### src/rtl/mem_arbiter_if.sv
// Bundle of the I-cache, D-cache and main-memory line-port signals around mem_arbiter.
// The slave modport is the arbiter's view; master is the caches/memory side.
interface mem_arbiter_if #(
    parameter int ADDR_W = 20,
    parameter int LINE_W = 128
) ();

    logic              ic_req_i;
    logic [ADDR_W-1:0] ic_addr_i;
    logic              ic_ready_o;
    logic              ic_err_o;
    logic [LINE_W-1:0] ic_rdata_o;

    logic              dc_req_i;
    logic              dc_we_i;
    logic [ADDR_W-1:0] dc_addr_i;
    logic [LINE_W-1:0] dc_wdata_i;
    logic              dc_ready_o;
    logic              dc_err_o;
    logic [LINE_W-1:0] dc_rdata_o;

    logic              mem_req_o;
    logic              mem_we_o;
    logic [ADDR_W-1:0] mem_addr_o;
    logic [LINE_W-1:0] mem_wdata_o;
    logic [LINE_W-1:0] mem_rdata_i;
    logic              mem_ready_i;

    logic [1:0]        grant_o;

    modport slave (
        input  ic_req_i, ic_addr_i,
        output ic_ready_o, ic_err_o, ic_rdata_o,
        input  dc_req_i, dc_we_i, dc_addr_i, dc_wdata_i,
        output dc_ready_o, dc_err_o, dc_rdata_o,
        output mem_req_o, mem_we_o, mem_addr_o, mem_wdata_o,
        input  mem_rdata_i, mem_ready_i,
        output grant_o
    );

    modport master (
        output ic_req_i, ic_addr_i,
        input  ic_ready_o, ic_err_o, ic_rdata_o,
        output dc_req_i, dc_we_i, dc_addr_i, dc_wdata_i,
        input  dc_ready_o, dc_err_o, dc_rdata_o,
        input  mem_req_o, mem_we_o, mem_addr_o, mem_wdata_o,
        output mem_rdata_i, mem_ready_i,
        input  grant_o
    );

endinterface

### src/rtl/mem_arbiter.sv
// Round-robin arbiter sharing one main-memory line port between I-cache refills
// and D-cache refills/writebacks, one transaction at a time, with a timeout watchdog.
module mem_arbiter #(
    parameter int ADDR_W  = 20,
    parameter int LINE_W  = 128,
    parameter int TIMEOUT = 255
) (
    input  logic           clk,
    input  logic           rst,
    mem_arbiter_if.slave   bus
);

    localparam int OFF_W = $clog2(LINE_W / 8);
    localparam int CNT_W = (TIMEOUT > 1) ? $clog2(TIMEOUT) : 1;
    localparam logic [ADDR_W-1:0] ADDR_MASK = ~ADDR_W'((1 << OFF_W) - 1);
    localparam logic [CNT_W-1:0]  CNT_LIMIT = CNT_W'(TIMEOUT - 1);

    typedef enum logic [1:0] {
        IDLE = 2'd0,
        MEM  = 2'd1,
        RESP = 2'd2
    } state_t;

    typedef enum logic [1:0] {
        GRANT_NONE = 2'b00,
        GRANT_I    = 2'b01,
        GRANT_D    = 2'b10
    } grant_t;

    state_t            state;
    grant_t            grant_q;
    grant_t            last_owner;
    logic [CNT_W-1:0]  cnt;
    logic              mem_req_q;
    logic              mem_we_q;
    logic [ADDR_W-1:0] mem_addr_q;
    logic [LINE_W-1:0] mem_wdata_q;
    logic [LINE_W-1:0] rdata_q;
    logic              ic_ready_q;
    logic              ic_err_q;
    logic              dc_ready_q;
    logic              dc_err_q;

    logic              pick_i;
    logic              timed_out;

    // On a tie the cache that did not go last wins; last_owner resets to D so boot fetch goes first.
    assign pick_i    = bus.ic_req_i && (!bus.dc_req_i || (last_owner == GRANT_D));
    assign timed_out = (TIMEOUT != 0) && (cnt == CNT_LIMIT);

    always_ff @(posedge clk or posedge rst) begin
        if (rst) begin
            state       <= IDLE;
            grant_q     <= GRANT_NONE;
            last_owner  <= GRANT_D;
            cnt         <= '0;
            mem_req_q   <= 1'b0;
            mem_we_q    <= 1'b0;
            mem_addr_q  <= '0;
            mem_wdata_q <= '0;
            rdata_q     <= '0;
            ic_ready_q  <= 1'b0;
            ic_err_q    <= 1'b0;
            dc_ready_q  <= 1'b0;
            dc_err_q    <= 1'b0;
        end else begin
            case (state)
                IDLE: begin
                    ic_ready_q <= 1'b0;
                    ic_err_q   <= 1'b0;
                    dc_ready_q <= 1'b0;
                    dc_err_q   <= 1'b0;
                    cnt        <= '0;
                    if (bus.ic_req_i || bus.dc_req_i) begin
                        mem_req_q <= 1'b1;
                        state     <= MEM;
                        if (pick_i) begin
                            grant_q     <= GRANT_I;
                            last_owner  <= GRANT_I;
                            mem_we_q    <= 1'b0;
                            mem_addr_q  <= bus.ic_addr_i & ADDR_MASK;
                            mem_wdata_q <= '0;
                        end else begin
                            grant_q     <= GRANT_D;
                            last_owner  <= GRANT_D;
                            mem_we_q    <= bus.dc_we_i;
                            mem_addr_q  <= bus.dc_addr_i & ADDR_MASK;
                            mem_wdata_q <= bus.dc_we_i ? bus.dc_wdata_i : '0;
                        end
                    end else begin
                        grant_q <= GRANT_NONE;
                    end
                end

                // A ready arriving in the limit cycle beats the watchdog.
                MEM: begin
                    if (bus.mem_ready_i || timed_out) begin
                        mem_req_q <= 1'b0;
                        mem_we_q  <= 1'b0;
                        state     <= RESP;
                        if (bus.mem_ready_i && !mem_we_q) begin
                            rdata_q <= bus.mem_rdata_i;
                        end else begin
                            rdata_q <= '0;
                        end
                        if (grant_q == GRANT_I) begin
                            ic_ready_q <= 1'b1;
                            ic_err_q   <= !bus.mem_ready_i;
                        end else begin
                            dc_ready_q <= 1'b1;
                            dc_err_q   <= !bus.mem_ready_i;
                        end
                    end else if (TIMEOUT != 0) begin
                        cnt <= cnt + CNT_W'(1);
                    end
                end

                RESP: begin
                    ic_ready_q <= 1'b0;
                    ic_err_q   <= 1'b0;
                    dc_ready_q <= 1'b0;
                    dc_err_q   <= 1'b0;
                    grant_q    <= GRANT_NONE;
                    state      <= IDLE;
                end

                default: begin
                    state     <= IDLE;
                    grant_q   <= GRANT_NONE;
                    mem_req_q <= 1'b0;
                    mem_we_q  <= 1'b0;
                end
            endcase
        end
    end

    assign bus.grant_o     = grant_q;
    assign bus.mem_req_o   = mem_req_q;
    assign bus.mem_we_o    = mem_we_q;
    assign bus.mem_addr_o  = mem_addr_q;
    assign bus.mem_wdata_o = mem_wdata_q;
    assign bus.ic_ready_o  = ic_ready_q;
    assign bus.ic_err_o    = ic_err_q;
    assign bus.ic_rdata_o  = rdata_q;
    assign bus.dc_ready_o  = dc_ready_q;
    assign bus.dc_err_o    = dc_err_q;
    assign bus.dc_rdata_o  = rdata_q;

endmodule

### src/flat_wrapper.sv
// flat-port wrapper written by rule: the top's interface ports become plain ports
module mem_arbiter_flat 
#(
    parameter int ADDR_W  = 20,
    parameter int LINE_W  = 128,
    parameter int TIMEOUT = 255
)
  (clk, rst, bus_ic_req_i, bus_ic_addr_i, bus_ic_ready_o, bus_ic_err_o, bus_ic_rdata_o, bus_dc_req_i, bus_dc_we_i, bus_dc_addr_i, bus_dc_wdata_i, bus_dc_ready_o, bus_dc_err_o, bus_dc_rdata_o, bus_mem_req_o, bus_mem_we_o, bus_mem_addr_o, bus_mem_wdata_o, bus_mem_rdata_i, bus_mem_ready_i, bus_grant_o);
  mem_arbiter_if #(.ADDR_W(ADDR_W), .LINE_W(LINE_W)) bus_i ();
  input  logic clk;
  input  logic rst;
  input wire logic [$bits(bus_i.ic_req_i)-1:0] bus_ic_req_i;
  input wire logic [$bits(bus_i.ic_addr_i)-1:0] bus_ic_addr_i;
  output wire logic [$bits(bus_i.ic_ready_o)-1:0] bus_ic_ready_o;
  output wire logic [$bits(bus_i.ic_err_o)-1:0] bus_ic_err_o;
  output wire logic [$bits(bus_i.ic_rdata_o)-1:0] bus_ic_rdata_o;
  input wire logic [$bits(bus_i.dc_req_i)-1:0] bus_dc_req_i;
  input wire logic [$bits(bus_i.dc_we_i)-1:0] bus_dc_we_i;
  input wire logic [$bits(bus_i.dc_addr_i)-1:0] bus_dc_addr_i;
  input wire logic [$bits(bus_i.dc_wdata_i)-1:0] bus_dc_wdata_i;
  output wire logic [$bits(bus_i.dc_ready_o)-1:0] bus_dc_ready_o;
  output wire logic [$bits(bus_i.dc_err_o)-1:0] bus_dc_err_o;
  output wire logic [$bits(bus_i.dc_rdata_o)-1:0] bus_dc_rdata_o;
  output wire logic [$bits(bus_i.mem_req_o)-1:0] bus_mem_req_o;
  output wire logic [$bits(bus_i.mem_we_o)-1:0] bus_mem_we_o;
  output wire logic [$bits(bus_i.mem_addr_o)-1:0] bus_mem_addr_o;
  output wire logic [$bits(bus_i.mem_wdata_o)-1:0] bus_mem_wdata_o;
  input wire logic [$bits(bus_i.mem_rdata_i)-1:0] bus_mem_rdata_i;
  input wire logic [$bits(bus_i.mem_ready_i)-1:0] bus_mem_ready_i;
  output wire logic [$bits(bus_i.grant_o)-1:0] bus_grant_o;
  assign bus_i.ic_req_i = bus_ic_req_i;
  assign bus_i.ic_addr_i = bus_ic_addr_i;
  assign bus_ic_ready_o = bus_i.ic_ready_o;
  assign bus_ic_err_o = bus_i.ic_err_o;
  assign bus_ic_rdata_o = bus_i.ic_rdata_o;
  assign bus_i.dc_req_i = bus_dc_req_i;
  assign bus_i.dc_we_i = bus_dc_we_i;
  assign bus_i.dc_addr_i = bus_dc_addr_i;
  assign bus_i.dc_wdata_i = bus_dc_wdata_i;
  assign bus_dc_ready_o = bus_i.dc_ready_o;
  assign bus_dc_err_o = bus_i.dc_err_o;
  assign bus_dc_rdata_o = bus_i.dc_rdata_o;
  assign bus_mem_req_o = bus_i.mem_req_o;
  assign bus_mem_we_o = bus_i.mem_we_o;
  assign bus_mem_addr_o = bus_i.mem_addr_o;
  assign bus_mem_wdata_o = bus_i.mem_wdata_o;
  assign bus_i.mem_rdata_i = bus_mem_rdata_i;
  assign bus_i.mem_ready_i = bus_mem_ready_i;
  assign bus_grant_o = bus_i.grant_o;
  mem_arbiter #(.ADDR_W(ADDR_W), .LINE_W(LINE_W), .TIMEOUT(TIMEOUT)) u_core (.clk(clk), .rst(rst), .bus(bus_i));
endmodule
### config.mk
export PLATFORM = sky130hd
export DESIGN_NAME = mem_arbiter_flat
export DESIGN_NICKNAME = d
export VERILOG_FILES = /design/src/rtl/mem_arbiter_if.sv /design/src/rtl/mem_arbiter.sv /design/src/flat_wrapper.sv
export SDC_FILE = /design/constraint.sdc
export NUM_CORES = 1
export LEC_CHECK = 0
export ABC_AREA = 1
export CAP_MARGIN = 20
export CORE_AREA = 2 2 278 280
export DETAILED_ROUTE_END_ITERATION = 12
export DIE_AREA = 0 0 280 282
export MAX_ROUTING_LAYER = met4
export PLACE_DENSITY = 0.42
export SLEW_MARGIN = 20
export SYNTH_ARGS = -nofsm -noshare
export SYNTH_HDL_FRONTEND = slang
export SYNTH_SLANG_ARGS = --single-unit
export TNS_END_PERCENT = 50
### constraint.sdc
create_clock -name clk -period 14.4 [get_ports clk]
set_input_delay 2.88 -clock clk [delete_from_list [all_inputs] [get_ports clk]]
set_output_delay 2.88 -clock clk [all_outputs]
set_load 0.005 [all_outputs]
# Word level (Yosys, flattened, before mapping)
# Index checks and enable logic that the tools add are counted.
# W data, S select, Z words.
classes:
  n_addsub: 1
  eq_ne: 10
  mux: 30
  bitwise_logic: 1
  reduce_logical: 19
ops:
  columns: ["op", "count"]
  rows:
  - ["$mux W128", 3]
  - ["$mux W20", 1]
  - ["$pmux W8 S2", 1]
  - ["$mux W1", 12]
  - ["$reduce_and A3 Y1", 3]
  - ["$add A8 B1 Y8 const B", 1]
  - ["$eq A8 B8 Y1 const B", 1]
  - ["$mux W2", 4]
  - ["$mux W8", 1]
  - ["$pmux W1 S2", 4]
  - ["$pmux W2 S2", 2]
  - ["$reduce_and A2 Y1", 4]
  - ["$ne A2 B1 Y1 const B", 3]
  - ["$pmux W1 S3", 2]
  - ["$eq A2 B1 Y1 const B", 2]
  - ["$eq A2 B2 Y1 const B", 2]
  - ["$ne A2 B2 Y1 const B", 2]
  - ["$reduce_bool A2 Y1", 2]
  - ["$logic_not A1 Y1", 3]
  - ["$logic_or A1 B1 Y1", 3]
  - ["$logic_and A1 B1 Y1", 2]
  - ["$logic_not A2 Y1", 1]
  - ["$reduce_or A2 Y1", 1]
  - ["$not A1 Y1", 1]
totals:
  ff_bits: 296
  inputBits: 302
  word_cells: 74

# Depth between registers and ports, before layout
# Gate-level depths: netlist of the first run.
depth:
  ltp_word: 6
  ltp_mapped: 11
  ltp_nobuf: 9

# Worst setup path before layout of the first run
# Ideal clock, no wire load.
synth_path:
  path_kind: "input-to-reg"
  start: "input bus_mem_ready_i"
  end: "register u_core.rdata_q[127] (netlist: u_core.bus.dc_rdata_o[127])"
  setup_ns: 0.074
  arrival_ns: 3.697
  required_ns: 14.326
  path_slack_ns: 10.629
  cell_stages: 6
  n_path_buf: 2
  path_cell_list: "inv_1 > nor2_1 > buf_2 > clkbuf_1 > nand2_1 > o21ai_2"
synth_between:
  elab_chain_cells: 2
  elab_cells_between_ends: 4
  cone_classes: "mux (1); reduce/logical (3)"
synth_lines:
  columns: ["item", "line", "rtl"]
  rows:
  - ["start: declaration", "flat_wrapper.sv:29", "input wire logic [$bits(bus_i.mem_ready_i)-1:0] bus_mem_ready_i;"]
  - ["$logic_and A1 B1 Y1 / $logic_or A1 B1 Y1 (equally long branches)", "mem_arbiter.sv:101, mem_arbiter.sv:97", null]
  - ["$mux W128 / $reduce_and A2 Y1 (equally long branches)", null, null]
  - ["end signal: assignment", "mem_arbiter.sv:102", "rdata_q <= bus.mem_rdata_i;"]
  - ["end: declaration", "mem_arbiter.sv:38", "logic [LINE_W-1:0] rdata_q;"]
# Several ways; a longest one is shown, not always the timed one.
# A chain may end at the register's enable or synchronous reset.

# Final worst setup path of the first run
layout_path:
  start: "input bus_mem_ready_i"
  end: "register u_core.rdata_q[63] (netlist: u_core.bus.dc_rdata_o[63])"
# The elaborated chain is that of the path after synthesis.

==> key figures, run 1 <==
Status
  • Outcome: completed

Synth
  • Mapped Area: 12800 µm²
  • Syn avg cell area: 8.853 µm²
  • Share of the synthesized area in the top cell type: 0.5689
  • Synthesized flop and latch total: 292
  • Synth warn: 0
  • Post-synth EDFFs: 0
  • Cell type with the highest aggregate area in the netlist: dfrtp_1
  • Post-synthesis cell count: 1446
  • Post-synth top flop: dfrtp_1
  • Most frequent cell after synthesis: nand2_1
  • Top cells by count, synth: nand2_1 (727), dfrtp_1 (291), buf_4 (146), o21ai_1 (77), o21ai_2 (33)
  • Synth area leaders: dfrtp_1 (57%), nand2_1 (21%), buf_4 (8.6%), o21ai_1 (3.0%), o21ai_2 (2.3%)
  • Sequential area share after synthesis: 0.5709
  • Async SR Flop Fraction: 1.000
  • Synth cell types: 24

Timing
  • Max-slew violations: 0
  • Worst-margin pin slew: 997.2 ps
  • Setup TNS: 0 ps
  • F_max: 0.1809 GHz
  • RSZ-0062 raised after global routing: no
  • Period utilization: 0.3838
  • Final hold vios: 0
  • Worst Clk Skew: 19.34 ps
  • Final worst path period need: 5527 ps
  • Slew Limit Headroom: 0.3352
  • Final setup viols: 0

Layout
  • Layout area overhead: 62.99%
  • Area of the multi-input gates: 3902 µm²
  • Storage cell area: 7308 µm²
  • Share of cells above drive strength 1: 0.05498
  • Layout fillers: 8027
  • Fin cells: 2999
  • Nets: 2296

Floorplan
  • Die ar.: 78960 µm²
  • Placement Rows: 101
  • Initial core utilization: 0.1691
  • Width of the die: 280 µm
  • Core area: 75700 µm²
  • Die H: 282 µm
  • # IOs: 714

Setup path
  • Number of buffers and inverters on the critical path: 4
  • Crit path max-delay cell type: buf_4
  • Startpoint types: primary input
  • Cell family with most CP delay: buffers and inverters
  • Worst path most repeated cell: buf_4
  • Critical path cell sequence: clkdlybuf4s50_1, inv_1, nand2_2, nand2_8, buf_4, buf_4, nand2_1, o21ai_2
  • Path type of the worst setup path: in -> reg
  • CP Capture Type: flop
  • Worst Path Required: 14860 ps
  • Worst EP arrival: 5990 ps
  • Worst-path maximum fanout: 108
  • Critical Path Max Stage Delay: 790 ps

Routing
  • Post-DRT Antenna Nets: 0
  • Drt wl/cell: 16.32 µm
  • DRC: 0
  • Drt via density: 3.748
  • Routed vias: 11240
  • First-pass DRT Iterations: 4
  • DRT iter0 DRCs: 518
  • Drt total wl: 48.94 mm

Power and ir drop
  • Sw Share: 0.3331
  • Power Density: 202.4 nW/µm²
  • Final total power: 4.223 mW
  • Worst vdd ir: 0.08184 mV
  • P_int: 2.816 mW
  • Leakage: 9.252 nW
  • Clk pwr share: 0.225
  • Switching power: 1.407 mW
  • Sequential Power Share: 0.345
  • Logic gate share of total power: 0.429

Hold path
  • Worst Hold Class: reg -> reg

Global route
  • Initial antenna violation count: 3
  • Number of global-route vias before repair: 11530
  • First-pass GRT wire length: 71.81 mm
  • Remaining global-route overflow: 0
  • Gr usage total: 0.1225
  • Pin count of the biggest net entering global routing: 136

Clocking
  • CTS Sinks: 292
  • Post-CTS setup buffer count: 0
  • CTS resizes: 0
  • CTS root buf: clkbuf_16
  • CTS Buf Count: 38
  • Worst-path clk slew: 60 ps
  • CTS Hold Buffers Added: 0
  • Max clock buf depth: 3
  • Clk Latency, worst-skew pair: 540 ps
  • CTS tree: yes
  • H-tree depth: 2

Place
  • Final HPWL DP: 35.64 mm
  • Number of port buffers: 701
  • Placed cells: 2930
  • RD Place Congestion: 0.7837

Run
  • Max Cap Violations: 0
-- cells in the final DEF, fill, tap and decap left out, types with 3 or more instances in the layout --
cell	synthesis	layout
o21ai_0	30	30
dfrtp_1	291	291
clkbuf_1	15	10
nor2_4	1	3
nor2_1	12	11
clkinv_2	0	7
o21ai_2	33	33
nand2_1	727	727
clkbuf_8	0	8
nand3_1	28	28
o21ai_1	77	77
conb_1	1	4
buf_4	146	8
inv_1	23	21
clkdlybuf4s50_1	0	701
clkbuf_16	0	39
-- worst min-delay path, stage by stage, from the launching register on --
cell	delay (ps)
dfrtp_1	340
nand2_1	50
nand2_1	50
-- stage by stage --
stage | area, µm² | util | setup WS, ps | hold slack [ps]
CTS | 20860 | 0.2756 | 8941 | 479.8
detailed placement | 19630 | 0.2593 | 8357 | 463.8
global placement | 19630 | 0.2593 | 8331 | 462.9
global route | 20860 | 0.2756 | 8589 | 501.3
floorplan | 12810 | - | 3459 | 443.9
finish | 20860 | 0.2756 | 8873 | 474.4
-- power by group through the flow --
stage,Sequential [mW],Clock [mW],Combinational (mW)
4_1_cts,1.47,0.998,1.86
2_1_floorplan,1.42,0,0.806
3_3_place_gp,1.46,0,1.86
3_5_place_dp,1.47,0,1.85
6_report,1.46,0.951,1.81
5_1_grt,1.51,1.03,2.00
-- per-layer routing --
layer | wire length, µm | global-route usage
met1 | 18840 | 0.1330
met2 | 24430 | 0.2085
met4 | 1293 | 0.03688
met5 | 0 | -
met3 | 4382 | 0.04508
-- kinds of logic after synthesis --
group	count (synthesis)	share of synthesized area
buffers and inverters	231	0.1268
DFF	292	0.5709
other	1	0.0002929
and+or+nand+nor	775	0.2328
adders and majority gates	2	0.001955
xor gates and xnor gates	3	0.002053
AOI/OAI and AO/OA	142	0.06519
-- state kept, by name, summed over array words and instances, names as in the netlist --
register	count
u_core.bus.dc_err_o	1
u_core.bus.dc_rdata_o	128
u_core.bus.dc_ready_o	1
u_core.bus.grant_o	2
u_core.bus.ic_err_o	1
u_core.bus.ic_ready_o	1
u_core.bus.mem_addr_o	16
u_core.bus.mem_req_o	1
u_core.bus.mem_wdata_o	128
u_core.bus.mem_we_o	1
u_core.cnt	8
u_core.last_owner	2
u_core.state	2
-- final cells by class --
class                   instances  share of cell area
diodes                          2           0.0002399
clock buffers                  57             0.05385
clock inverters                10            0.004978
inverters                      24            0.004798
multi-input cells             926              0.1870
flip-flops and latches        292              0.3503
well taps                     978             0.05865
repair buffers                710              0.3401
-- worst paths after layout --
check                                      startpoint                    endpoint  slack (ps)  cells after the start
max                                   bus_mem_ready_i   u_core.bus.dc_rdata_o[63]        8870                      8
min in group asynchronous                         rst   u_core.bus.mem_wdata_o[0]        2800                      2
max in group asynchronous                         rst    u_core.bus.dc_rdata_o[8]       10050                      3
min                        u_core.bus.mem_wdata_o[15]  u_core.bus.mem_wdata_o[15]         470                      2
max reg2reg                             u_core.cnt[0]   u_core.bus.dc_rdata_o[63]       10980                     11
min reg2reg                u_core.bus.mem_wdata_o[15]  u_core.bus.mem_wdata_o[15]         470                      2
No activity file was read; power rests on OpenSTA's default activity.
==> run 2, diff against run 1 <==
clock period = 5.4 ns   (was 14.4 ns; I/O delays follow)
==> key figures, run 2 (same netlist as run 1, synthesis figures left out) <==
Setup path
  • Critical path cell sequence: clkdlybuf4s50_1, nor2_1, nor2_4, nand2_2, nor2_4, buf_4, nand2_1, nand2_1
  • Critical Path Max Stage Delay: 700 ps (-90 ps)
  • Startpoint types: primary input
  • Path type of the worst setup path: in -> reg
  • CP Capture Type: flop
  • Number of buffers and inverters on the critical path: 2 (-2)
  • Worst EP arrival: 3270 ps (-2720 ps)
  • Worst-path maximum fanout: 31 (-71%)
  • Worst Path Required: 5880 ps (-8980 ps)
  • Crit path max-delay cell type: nor2_4
  • Cell family with most CP delay: simple AND/OR/NAND/NOR gates

Global route
  • Pin count of the biggest net entering global routing: 141 (+3.7%)
  • Gr usage total: 0.1232 (+0.0007352)
  • Remaining global-route overflow: 0 (unchanged)
  • Initial antenna violation count: 5 (+2)
  • First-pass GRT wire length: 71.82 mm (about the same)
  • Number of global-route vias before repair: 11240 (-2.5%)

Power and ir drop
  • Worst vdd ir: 0.2319 mV (+180%)
  • Final total power: 11.34 mW (+170%)
  • Power Density: 539.9 nW/µm² (+170%)
  • Leakage: 9.325 nW (+0.79%)

Routing
  • DRC: 0 (unchanged)
  • Routed vias: 11240 (+0.027%)
  • Post-DRT Antenna Nets: 0 (unchanged)
  • Drt via density: 3.736 (-0.31%)
  • Drt wl/cell: 16.37 µm (+0.30%)
  • First-pass DRT Iterations: 4 (unchanged)
  • Drt total wl: 49.26 mm (+0.64%)
  • DRT iter0 DRCs: 540 (+4.2%)

Clocking
  • Post-CTS setup buffer count: 0 (unchanged)
  • Max clock buf depth: 3 (unchanged)
  • H-tree depth: 2 (unchanged)
  • CTS Buf Count: 38 (unchanged)
  • Clk Latency, worst-skew pair: 540 ps (about the same)
  • CTS Hold Buffers Added: 0 (unchanged)
  • CTS root buf: clkbuf_16
  • CTS resizes: 0 (unchanged)
  • CTS tree: yes
  • Worst-path clk slew: 60 ps (about the same)
  • CTS Sinks: 292 (unchanged)

Floorplan
  • Width of the die: 280 µm (unchanged)
  • Core area: 75700 µm² (unchanged)
  • Die ar.: 78960 µm² (unchanged)
  • Initial core utilization: 0.1691 (unchanged)
  • Die H: 282 µm (unchanged)
  • # IOs: 714 (unchanged)
  • Placement Rows: 101 (unchanged)

Layout
  • Share of cells above drive strength 1: 0.06114 (+0.006166)
  • Nets: 2304 (+0.35%)
  • Layout fillers: 7940 (-1.1%)
  • Layout area overhead: 64.15%
  • Commonest non-fill, non-tap cell in the layout: nand2_1
  • Commonest cells after routing, fill and taps aside: nand2_1 (727), clkdlybuf4s50_1 (701), dfrtp_1 (291)

Timing
  • Worst Clk Skew: 15.43 ps (-3.910 ps)
  • Period utilization: 0.5150
  • Max-slew violations: 0 (unchanged)
  • RSZ-0062 raised after global routing: no
  • Final setup viols: 0 (unchanged)
  • Setup TNS: 0 ps (unchanged)
  • Final hold vios: 0 (unchanged)
  • F_max: 0.3596 GHz
  • Final worst path period need: 2781 ps
  • Slew Limit Headroom: 0.3139 (-0.02130)
  • Worst-margin pin slew: 1029 ps (+31.95 ps)

Run
  • Max Cap Violations: 0 (unchanged)

Place
  • Final HPWL DP: 36.87 mm (+3.4%)
  • RD Place Congestion: 0.7836 (about the same)
  • Number of port buffers: 701 (unchanged)

Status
  • Outcome: completed

Hold path
  • Worst Hold Class: reg -> reg
==> run 2: final cells by class <==
type	count	area (µm²)	share of cell area
sequential	292	7308	0.3478
timing repair buffer	718	7219	0.3436
multi-input combinational	926	3902	0.1857
tap	978	1224	0.05823
clock buffer	51	1081	0.05145
clock inverter	17	173.9	0.008277
inverter	24	96.34	0.004585
antenna	3	7.507	0.0003573
==> run 2: power breakdown <==
part	total, mW	leakage, nW	internal, mW	switching [mW]
clock	2.57	0.626	1.55	1.01
sequential	3.91	3.86	3.12	0.786
combinational	4.87	4.84	2.90	1.97
total	11.3	9.32	7.57	3.78
==> run 2: per-layer routing <==
metal	track usage	share of wire
met1	0.1333	0.38
met2	0.2069	0.49
met3	0.04806	0.094
met4	0.04018	0.031
met5	-	0
==> run 2: path summary, 6_finish.rpt <==
path / from / to / slack, ps / cells past startpoint
max: bus_ic_req_i / u_core.bus.mem_wdata_o[114] / 2620 / 8
min: u_core.bus.mem_wdata_o[69] / u_core.bus.mem_wdata_o[69] / 480 / 2
max reg2reg: u_core.state[0] / u_core.bus.mem_wdata_o[114] / 3060 / 8
min reg2reg: u_core.bus.mem_wdata_o[69] / u_core.bus.mem_wdata_o[69] / 480 / 2
max in group asynchronous: rst / u_core.bus.dc_rdata_o[109] / 3460 / 3
min in group asynchronous: rst / u_core.bus.mem_wdata_o[41] / 790 / 2
==> run 2: through the flow <==
step / instances / cell area (µm²) / hold slack [ps] / util / worst slack (ps)
2_1_floorplan: 1449 / 12820 / 443.9 / - / 445.7
3_5_place_dp: 2938 / 19750 / 464.1 / 0.2609 / 1924
5_1_grt: 3009 / 21010 / 496.6 / 0.2776 / 2432
4_1_cts: 3006 / 21010 / 479.3 / 0.2775 / 2532
3_3_place_gp: 2938 / 19750 / 459.9 / 0.2609 / 2003
6_report: 3009 / 21010 / 475.7 / 0.2776 / 2619
==> run 2: worst min-delay path, cell delays in order, from the launching register on <==
cell and delay (ps):
dfrtp_1 340, nand2_1 50, nand2_1 60
==> run 3, diff against run 2 <==
clock period = 2.9 ns   (was 5.4 ns; I/O delays follow)
==> key figures, run 3 (same netlist as run 1, synthesis figures left out) <==
Global route
  • Met2 Usage GRT: 0.2137 (+0.006791)
  • Gr usage total: 0.1258 (+0.002565)
  • Remaining global-route overflow: 0 (unchanged)
  • Grt met3 use: 0.04582 (-0.002237)
  • Pin count of the biggest net entering global routing: 66 (-53%)
  • Initial antenna violation count: 6 (+1)
  • GR Util met1: 0.1370 (+0.003749)
  • Most used routing layer: met2
  • First-pass GRT wire length: 73.52 mm (+2.4%)
  • Number of global-route vias before repair: 11700 (+4.1%)

Clocking
  • Worst-path clk slew: 60 ps (about the same)
  • CTS root buf: clkbuf_16
  • H-tree depth: 2 (unchanged)
  • Post-CTS setup buffer count: 0 (unchanged)
  • CTS resizes: 0 (unchanged)
  • Max clock buf depth: 3 (unchanged)
  • CTS Buf Count: 36 (-5.3%)
  • CTS Sinks: 292 (unchanged)
  • CTS tree: yes
  • Clk Latency, worst-skew pair: 540 ps (about the same)
  • CTS Hold Buffers Added: 0 (unchanged)

Floorplan
  • # IOs: 714 (unchanged)
  • Core area: 75700 µm² (unchanged)
  • Initial core utilization: 0.1691 (unchanged)
  • Die H: 282 µm (unchanged)
  • Width of the die: 280 µm (unchanged)
  • Placement Rows: 101 (unchanged)
  • Die ar.: 78960 µm² (unchanged)

Routing
  • Routed vias: 11310 (+0.58%)
  • DRC: 0 (unchanged)
  • Drt total wl: 50.03 mm (+1.6%)
  • Post-DRT Antenna Nets: 0 (unchanged)
  • Drt wl/cell: 16.52 µm (+0.89%)
  • First-pass DRT Iterations: 4 (unchanged)
  • DRT iter0 DRCs: 433 (-20%)
  • Drt via density: 3.733 (about the same)

Timing
  • Slew Limit Headroom: 0.4050 (+0.09110)
  • Final worst path period need: 2140 ps
  • Final setup viols: 0 (unchanged)
  • Max-slew violations: 0 (unchanged)
  • Fin worst setup slack: 759.8 ps (-1859 ps)
  • Final hold vios: 0 (unchanged)
  • Setup TNS: 0 ps (unchanged)
  • Worst Clk Skew: 11.84 ps (-3.587 ps)
  • RSZ-0062 raised after global routing: no
  • Period utilization: 0.7380
  • Worst-margin pin slew: 891.6 ps (-137.6 ps)
  • F_max: 0.4673 GHz
  • Hold Worst Slack: 414.6 ps (-61.09 ps)

Setup path
  • Critical Path Max Stage Delay: 560 ps (-140 ps)
  • Crit path max-delay cell type: clkdlybuf4s50_1
  • Worst-path maximum fanout: 3 (-90%)
  • Path type of the worst setup path: reg -> out
  • Number of buffers and inverters on the critical path: 1 (-1)
  • Cell family with most CP delay: buffers and inverters
  • Worst EP arrival: 1560 ps (-1710 ps)
  • CP Capture Type: output pin
  • Critical path cell sequence: clkdlybuf4s50_1
  • Worst Path Required: 2320 ps (-3560 ps)
  • Startpoint types: flop

Place
  • Number of port buffers: 701 (unchanged)
  • Area after DPL: 20040 µm² (+1.5%)
  • RD Place Congestion: 0.7940 (+1.3%)
  • Pre-CTS WS: 505.1 ps (-1418 ps)
  • Final HPWL DP: 38.72 mm (+5.0%)
  • Placed cells: 2963 (+0.85%)

Layout
  • Finished Core Util: 0.2799 (+0.002298)
  • Share of cells above drive strength 1: 0.06696 (+0.005816)
  • Area of the multi-input gates: 3902 µm² (unchanged)
  • Storage cell area: 7308 µm² (unchanged)
  • Commonest non-fill, non-tap cell in the layout: nand2_1
  • Nets: 2327 (+1.0%)
  • Fin cells: 3029 (+0.66%)
  • Layout fillers: 8067 (+1.6%)
  • Layout area overhead: 65.51%
  • Commonest cells after routing, fill and taps aside: nand2_1 (727), clkdlybuf4s50_1 (701), dfrtp_1 (291)
  • Final Instance Area: 21190 µm² (+0.83%)

Power and ir drop
  • Leakage: 9.412 nW (+0.94%)
  • Power Density: 990.2 nW/µm² (+83%)
  • Worst vdd ir: 0.5789 mV (+150%)
  • Final total power: 20.98 mW (+85%)

Hold path
  • Worst Hold Class: in -> async

Status
  • Outcome: completed

Run
  • Max Cap Violations: 0 (unchanged)
## run 3: cell count changes in the layout (fill, tap and decap cells not counted), sizes merged
cell | previous run | this run
buf | 17 | 42
clkinv | 10 | 3
clkbuf | 51 | 57
inv | 26 | 23
bufinv | 3 | 1
diode | 3 | 5
clkinvlp | 2 | 1
## run 3: worst reg2reg max path: cells and delay by family, from the launching register on
kind | cells | cell delay (ps)
compound gates | 1 | 110
flops | 1 | 400
simple gates | 3 | 1200
buf+inv | 1 | 90
## run 3: area by class of cell
| type | instances | area share |
|---|---|---|
| multi-input combinational | 926 | 0.1842 |
| timing repair buffer | 743 | 0.3543 |
| clock buffer | 57 | 0.05150 |
| antenna | 5 | 0.0005906 |
| inverter | 24 | 0.004547 |
| clock inverter | 4 | 0.002126 |
| sequential | 292 | 0.3449 |
| tap | 978 | 0.05776 |
## run 3: power breakdown
group,internal [mW],leakage (nW),switching (mW)
registers,5.81,3.86,1.44
clock network,2.65,0.560,1.78
logic,5.54,5.00,3.76
total,14.0,9.41,6.98
## run 3: routing by layer
layer | part of all wire | vias up
met5 | 0 | -
met4 | 0.025 | 0
met3 | 0.089 | 69
met2 | 0.50 | 469
met1 | 0.39 | 5272
li1 | - | 5498
## run 3: worst paths after layout
kind	end	slack, ps	cells past startpoint	from
worst max-delay path	bus_dc_rdata_o[57]	760	1	u_core.bus.dc_rdata_o[57]
worst min-delay path	u_core.bus.mem_wdata_o[111]	410	2	rst
worst max register to register	u_core.cnt[0]	970	5	u_core.state[0]
worst min register to register	u_core.bus.mem_wdata_o[100]	480	2	u_core.bus.mem_wdata_o[100]
max in group asynchronous	u_core.bus.mem_wdata_o[88]	1730	3	rst
min in group clk	u_core.bus.mem_wdata_o[100]	480	2	u_core.bus.mem_wdata_o[100]
